===== config.mk =====
export PLATFORM = sky130hd
export DESIGN_NAME = hex_tx_formatter
export DESIGN_NICKNAME = d
export VERILOG_FILES = /design/src/rtl/hex_tx_pkg.sv /design/src/rtl/hex_nibble_to_ascii.sv /design/src/rtl/hex_tx_formatter.sv
export SDC_FILE = /design/constraint.sdc
export NUM_CORES = 1
export LEC_CHECK = 0
export CAP_MARGIN = 20
export CORE_UTILIZATION = 45
export CTS_CLUSTER_DIAMETER = 120
export CTS_CLUSTER_SIZE = 8
export DETAILED_ROUTE_END_ITERATION = 10
export PLACE_DENSITY = 0.76
export SLEW_MARGIN = 20
export SYNTH_ARGS = -nofsm -noshare
export SYNTH_HDL_FRONTEND = slang
export SYNTH_SLANG_ARGS = --single-unit

===== constraint.sdc =====
create_clock -name clk -period 1.67 [get_ports clk]
set_input_delay 0.2505 -clock clk [delete_from_list [all_inputs] [get_ports clk]]
set_output_delay 0.2505 -clock clk [all_outputs]
set_load 0.02 [all_outputs]

===== src/rtl/hex_tx_pkg.sv =====
// Shared types and ASCII constants for the hex transmit formatter.
package hex_tx_pkg;

  typedef enum logic [1:0] {
    IDLE = 2'd0,
    HEX  = 2'd1,
    CR   = 2'd2,
    LF   = 2'd3
  } state_t;

  localparam logic [7:0] ASCII_CR = 8'h0D;
  localparam logic [7:0] ASCII_LF = 8'h0A;
  localparam logic [7:0] ASCII_0  = 8'h30;
  localparam logic [7:0] ASCII_A  = 8'h41;

endpackage


===== src/rtl/hex_nibble_to_ascii.sv =====
// Combinational map of a 4-bit value to its uppercase ASCII hex digit.
module hex_nibble_to_ascii
  import hex_tx_pkg::*;
(
  input  logic [3:0] nibble,
  output logic [7:0] ascii
);

  always_comb begin
    if (nibble < 4'd10) ascii = ASCII_0 + {4'h0, nibble};
    else                ascii = ASCII_A + {4'h0, nibble} - 8'd10;
  end

endmodule


===== src/rtl/hex_tx_formatter.sv =====
// Prints each accepted word as uppercase hex (MS nibble first), optionally
// followed by CR LF, one byte per transfer to the UART bridge.
module hex_tx_formatter
  import hex_tx_pkg::*;
#(
  parameter int DATA_WIDTH  = 32,
  parameter bit APPEND_CRLF = 1'b1
) (
  input  logic                  clk,
  input  logic                  rst,
  input  logic [DATA_WIDTH-1:0] word_din,
  input  logic                  word_vld,
  output logic                  word_rdy,
  output logic [7:0]            tx_din,
  output logic                  tx_vld,
  input  logic                  busy,
  output logic                  idle
);

  localparam int NCH   = DATA_WIDTH / 4;
  localparam int CNT_W = (NCH > 1) ? $clog2(NCH) : 1;

  state_t                state_q, state_d;
  logic [CNT_W-1:0]      cnt_q;
  logic [DATA_WIDTH-1:0] shreg_q;
  logic [7:0]            hex_char;
  logic                  accept;
  logic                  last_nib;

  hex_nibble_to_ascii u_nib (
    .nibble (shreg_q[DATA_WIDTH-1 -: 4]),
    .ascii  (hex_char)
  );

  assign accept   = (state_q == IDLE) && word_vld;
  assign last_nib = (cnt_q == CNT_W'(NCH - 1));
  assign idle     = (state_q == IDLE);

  // Outputs depend only on registered state, so they hold still under busy.
  always_comb begin
    state_d  = state_q;
    word_rdy = 1'b0;
    tx_vld   = 1'b0;
    tx_din   = 8'h00;
    case (state_q)
      IDLE: begin
        word_rdy = 1'b1;
        if (word_vld) state_d = HEX;
      end
      HEX: begin
        tx_vld = 1'b1;
        tx_din = hex_char;
        if (!busy && last_nib) state_d = APPEND_CRLF ? CR : IDLE;
      end
      CR: begin
        tx_vld = 1'b1;
        tx_din = ASCII_CR;
        if (!busy) state_d = LF;
      end
      LF: begin
        tx_vld = 1'b1;
        tx_din = ASCII_LF;
        if (!busy) state_d = IDLE;
      end
      default: state_d = IDLE;
    endcase
  end

  always_ff @(posedge clk) begin
    if (rst) begin
      state_q <= IDLE;
      cnt_q   <= '0;
      shreg_q <= '0;
    end else begin
      state_q <= state_d;
      if (accept) begin
        shreg_q <= word_din;
        cnt_q   <= '0;
      end else if (state_q == HEX && !busy && !last_nib) begin
        // Shift the next nibble into the MS position after each transfer.
        shreg_q <= shreg_q << 4;
        cnt_q   <= cnt_q + CNT_W'(1);
      end
    end
  end

endmodule


# ---- Word level (Yosys, flattened, before mapping)
# Index checks and enable logic that the tools add are counted.
dict set report totals {
  ff_bits 37
  in_bits 36
  out_inout_bits 11
  word_cells 38
}
dict set report op_classes {
  n_addsub 4
  n_lt_le_gt_ge 1
  eq_ne 8
  mux 11
  reduce_logical 11
}
# op count
set op_table {}
lappend op_table {{32-bit two-way mux} 2}
lappend op_table {{8-bit case mux with 3 select lines} 1}
lappend op_table {{7-bit by 4-bit adder with 8-bit output (first input constant)} 1}
lappend op_table {{2-bit two-way mux} 4}
lappend op_table {{8-bit two-way mux} 1}
lappend op_table {{2-bit inequality test (second input constant)} 4}
lappend op_table {{2-bit case mux with 4 select lines} 1}
lappend op_table {{8-bit by 4-bit subtractor with 8-bit output (second input constant)} 1}
lappend op_table {{6-bit by 4-bit adder with 7-bit output (first input constant)} 1}
lappend op_table {{2-bit == test (second input constant)} 2}
lappend op_table {{1-bit logical AND} 4}
lappend op_table {{4-bit < comparator (second input constant)} 1}
lappend op_table {{4-bit AND reduction} 1}
lappend op_table {{3-bit by 1-bit adder with 3-bit output (second input constant)} 1}
lappend op_table {{3-bit == test (second input constant)} 1}
lappend op_table {{3-bit OR reduction} 1}
lappend op_table {{2-bit by 1-bit == test with 1-bit output (second input constant)} 1}
lappend op_table {{1-bit zero test} 2}
lappend op_table {{2-bit zero test} 1}
lappend op_table {{1-bit two-way mux} 2}
lappend op_table {{2-bit nonzero test} 1}
lappend op_table {{2-bit OR reduction} 1}

# ---- Depth between registers and ports, before layout
dict set report logic_depth {
  depth_word 5
  ltp_mapped 7
}

# ---- By module
# From an unflattened synthesis, not the netlist that was laid out.
dict set report hier_totals {
  cells_unflattened 239
  hier_area_um2 1853.0
}
# mod n_inst cells_per_inst area_each_um2 seq_area_each_um2
set modules_own_cells {}
lappend modules_own_cells {hex_tx_formatter 1 223 1747.9 740.7}
lappend modules_own_cells {hex_nibble_to_ascii 1 16 105.1 0.0}

# ---- Worst setup path before layout
# OpenSTA, ideal clock, no wires.
dict set report synth_timing {
  path_type {register -> register}
  start {register state_q[0]}
  end {register shreg_q[11]}
  arrival_time_ns 1.546
  slack_ns -0.033
  stages_incl_launch_ff 6
  path_buffers 1
  synth_period_minus_slack_ns 1.703
  path_cell_list {dfxtp_1 -> inv_1 -> ha_1 -> nand2_1 -> clkbuf_1 -> a311oi_2}
}
dict set report synth_between {
  word_cells_on_any_way 7
  classes_between {eq/ne: 1; mux: 1; reduce/logical: 5}
}
# element line_no
set synth_rtl {}
lappend synth_rtl {{from (decl)} hex_tx_formatter.sv:23} ;# state_t state_q, state_d;
lappend synth_rtl {{from (signal assigned)} hex_tx_formatter.sv:75} ;# state_q <= state_d;
lappend synth_rtl {{2-bit zero test (*)} --}
lappend synth_rtl {{net idle} hex_tx_formatter.sv:17} ;# output logic idle
lappend synth_rtl {{1-bit logical AND (*)} hex_tx_formatter.sv:35} ;# assign accept = (state_q == IDLE) && word_vld;
lappend synth_rtl {{32-bit two-way mux or 2-bit nonzero test (tied branches)} --}
lappend synth_rtl {{to (signal assigned)} hex_tx_formatter.sv:77} ;# shreg_q <= word_din;
lappend synth_rtl {{to (signal assigned)} hex_tx_formatter.sv:81} ;# shreg_q <= shreg_q << 4;
lappend synth_rtl {{to (decl)} hex_tx_formatter.sv:25} ;# logic [DATA_WIDTH-1:0] shreg_q;
# Mark *: on every way through the listed nets, which the timed path passes. The rest lies on a longest branch.
# A chain may end at the register's enable or synchronous reset.

# ---- Worst setup path in the final report
dict set report layout_timing {
  start {register state_q[0]}
  end {output port tx_din[1]}
}
dict set report layout_between {
  elab_chain_cells 2
  word_cells_on_any_way 4
  classes_between {eq/ne: 3; mux: 1}
}
# element line_no
set layout_lines {}
lappend layout_lines {{2-bit == test or 2-bit by 1-bit == test with 1-bit output (tied branches)} hex_tx_formatter.sv:45} ;# case (state_q)
lappend layout_lines {{8-bit case mux with 3 select lines (*)} hex_tx_formatter.sv:45}
lappend layout_lines {{to (decl)} hex_tx_formatter.sv:14} ;# output logic [7:0] tx_din,
# Mark *: on every way between the ends. The rest lies on a longest branch, timed or not.

==> impl_metrics.env <==
export IMPL_run_status="finished, violations left"
export IMPL_violations="negative setup slack"
export IMPL_startpoint="state_q[0]"
export IMPL_clk_insertion_delay_late_ps=290
export IMPL_arrival_ps=1560
export IMPL_worstSetupPathType="reg -> out"
export IMPL_hold_buffers=0
export IMPL_min_to="state_q[1]"
export IMPL_syn_inst=237
export IMPL_crit_path_max_fanout=4
export IMPL_finalSetupViolCount=6
export IMPL_cts_buffers_inserted=5
export IMPL_final_cell_mix="nand2_1, clkdlybuf4s50_1, nor2_1, dfxtp_1, a311oi_2"
export IMPL_maxCapViolCount=0
export IMPL_drc_errors=0
export IMPL_synth_distinct_cells=35
export IMPL_wl_per_cell_microns=15.0
export IMPL_start_util_pct=47.4
export IMPL_finalSetupTns_ps=-386
export IMPL_n_antenna_cell=0
export IMPL_grt_total_usage_pct=20.1
export IMPL_io_buffers=45
export IMPL_io_pins=47
export IMPL_cts_root_buf="clkbuf_8"
export IMPL_syn2layout_area_growth_pct=48.8
export IMPL_fin_nets=343
export IMPL_syn_area_per_cell_sq_um=8.76
export IMPL_coreArea_sq_um=4380
export IMPL_ys_ff_latch=37
export IMPL_grt_max_degree=33
export IMPL_place_congestion=0.743
export IMPL_required_ps=1420
export IMPL_drtIter0Drc=134
export IMPL_drive_gt1_share_pct=37.0
export IMPL_ir_drop_mv=1.09
export IMPL_tritoncts="done"
export IMPL_fillCellCount=326
export IMPL_worst_slack_ps=-136
export IMPL_power_density_nw_per_um2=1510
export IMPL_reg2reg_to="state_q[0]"
export IMPL_endpoint_kind="output port"
export IMPL_num_vias=1890
export IMPL_cts_buffer_depth=2
export IMPL_num_rows=24
export IMPL_rsz0062_at_grt="true"
export IMPL_via_per_inst=5.37
export IMPL_ant_nets=0
export IMPL_synth_top_area_cell="dfxtp_1"
export IMPL_wl_microns=5280
export IMPL_yosysSeqAreaShare_pct=35.7
export IMPL_overflow=0
export IMPL_cts_max_level=2
export IMPL_synth_area_sq_um=2080
export IMPL_die_w_microns=69.9
export IMPL_syn_num_nets=281
export IMPL_cts_clk_slew_worst_paths_ps=70
export IMPL_design_power_total_uw=4670
export IMPL_hold_path_class="in -> reg"
export IMPL_placed_area_sq_um=2650
export IMPL_dr_pass1_iters=4
export IMPL_ff2ff_path_depth=8
export IMPL_mostFrequentLayoutCell="nand2_1"
export IMPL_hold_viol=0
export IMPL_min_delay_start="rst"
export IMPL_min_period_ps=1810
export IMPL_synthTopCellsByArea="dfxtp_1, a311oi_2, nand2_1"
export IMPL_fin_hold_ws_ps=193
export IMPL_fin_area_sq_um=3090
export IMPL_die_y_microns=69.9
export IMPL_cts_sinks=37
export IMPL_grt_pass1_wl_microns=7980
export IMPL_synth_warnings=0
export IMPL_max_freq_mhz=554
export IMPL_rrSetupSlack_ps=40
export IMPL_antenna_found_initial=0
export IMPL_dieArea_sq_um=4890
export IMPL_fin_skew_ps=5.48
export IMPL_crit_path_start_kind="register"
export IMPL_final_util_pct=70.5
export IMPL_grt_pass1_vias=1764
export IMPL_dp_hpwl_microns=2970
export IMPL_maxSlewViolCount=0
export IMPL_p_leak_uw=0.00112
export IMPL_worst_hold_path_num_cells=2
export IMPL_period_share_pct=108
export IMPL_synth_top_area_share_pct=35.7
export IMPL_r2r_start="state_q[0]"
## how the worst max path moves through the flow
stage                             end  slack, ps  depth (start not counted)
after floorplan           shreg_q[11]        -30                          5
after global placement      tx_din[1]       -350                          6
after detailed placement    tx_din[1]       -400                          6
after CTS                   tx_din[1]       -150                          6
after global routing        tx_din[1]       -190                          6
final                       tx_din[1]       -140                          6
## Yosys cell counts
cell / number
o31ai_1: 2
a311oi_2: 27
inv_1: 6
buf_6: 7
and3_1: 1
nor3_1: 3
nand2b_1: 1
nor2b_1: 3
nand2_2: 8
nor3b_4: 1
a21oi_1: 5
dfxtp_1: 37
xor2_1: 1
a211oi_1: 1
buf_4: 2
or3b_1: 1
buf_1: 1
o21a_1: 1
and2_1: 1
o211ai_1: 1
or2b_1: 2
nand2_1: 55
a31oi_1: 1
clkbuf_1: 9
o21ai_0: 4
xnor2_1: 2
mux2i_1: 2
buf_2: 2
a311oi_1: 2
nand3_1: 4
ha_1: 8
conb_1: 1
nor2_1: 33
nand4_1: 1
a211o_1: 1
## final cells by class
type / count / area, sq um / area share [%]
Clock buffer: 7 / 86.3 / 2.79
Clock inverter: 1 / 30.0 / 0.972
Timing Repair Buffer: 76 / 812 / 26.3
Inverter: 6 / 25.0 / 0.810
Tap cell: 52 / 65.1 / 2.11
Sequential cell: 37 / 752 / 24.3
Multi-Input combinational cell: 173 / 1320 / 42.7
## sequential cells by signal (all words and copies together), names as in the netlist
name	flops
state_q	2
shreg_q	32
cnt_q	3
## kinds of logic after synthesis
family / count (synthesis) / synth area share [%]
compound gates: 45 / 25.1
flops: 37 / 35.7
mux: 2 / 0.964
buf+inv: 27 / 7.89
simple gates: 114 / 24.2
other cells: 1 / 0.181
xor+xnor: 3 / 1.27
fa+ha+maj: 8 / 4.82
## stage by stage
step | setup WS [ps] | cells
after floorplan | -33.4 | 237
after global placement | -355 | 334
after detailed placement | -400 | 334
after CTS | -148 | 344
after global routing | -192 | 352
final | -136 | 352
## routing by layer
metal  wire length [microns]  GRT usage [%]  part of all wire [%]
met1                    2400           26.6                    45
met2                    2620           31.5                    50
met3                     166           5.63                   3.1
met4                      99           6.89                   1.9
met5                       0              0                     0
## report_power, final
group / switching (uW) / internal [uW] / leakage (uW)
clock network: 311 / 487 / 0.0000585
logic: 1280 / 1260 / 0.000757
registers: 174 / 1150 / 0.000309
## critical path, cell delays in order (launching register included)
cell and delay [ps]:
dfxtp_4 390, inv_4 50, ha_4 150, or2b_1 250, a211o_1 240, o21ai_2 60, buf_6 130
## what timing repair did
action | 4_1_cts | 5_1_grt
pin swaps | 4 | 10
endpoints found under the hold margin | 0 | 0
gates resized for setup | 64 | 35
setup endpoints to repair | 39 | 46
setup buffers | 2 | 3
gates cloned | 0 | 5
(Power assumes the default switching activity.)
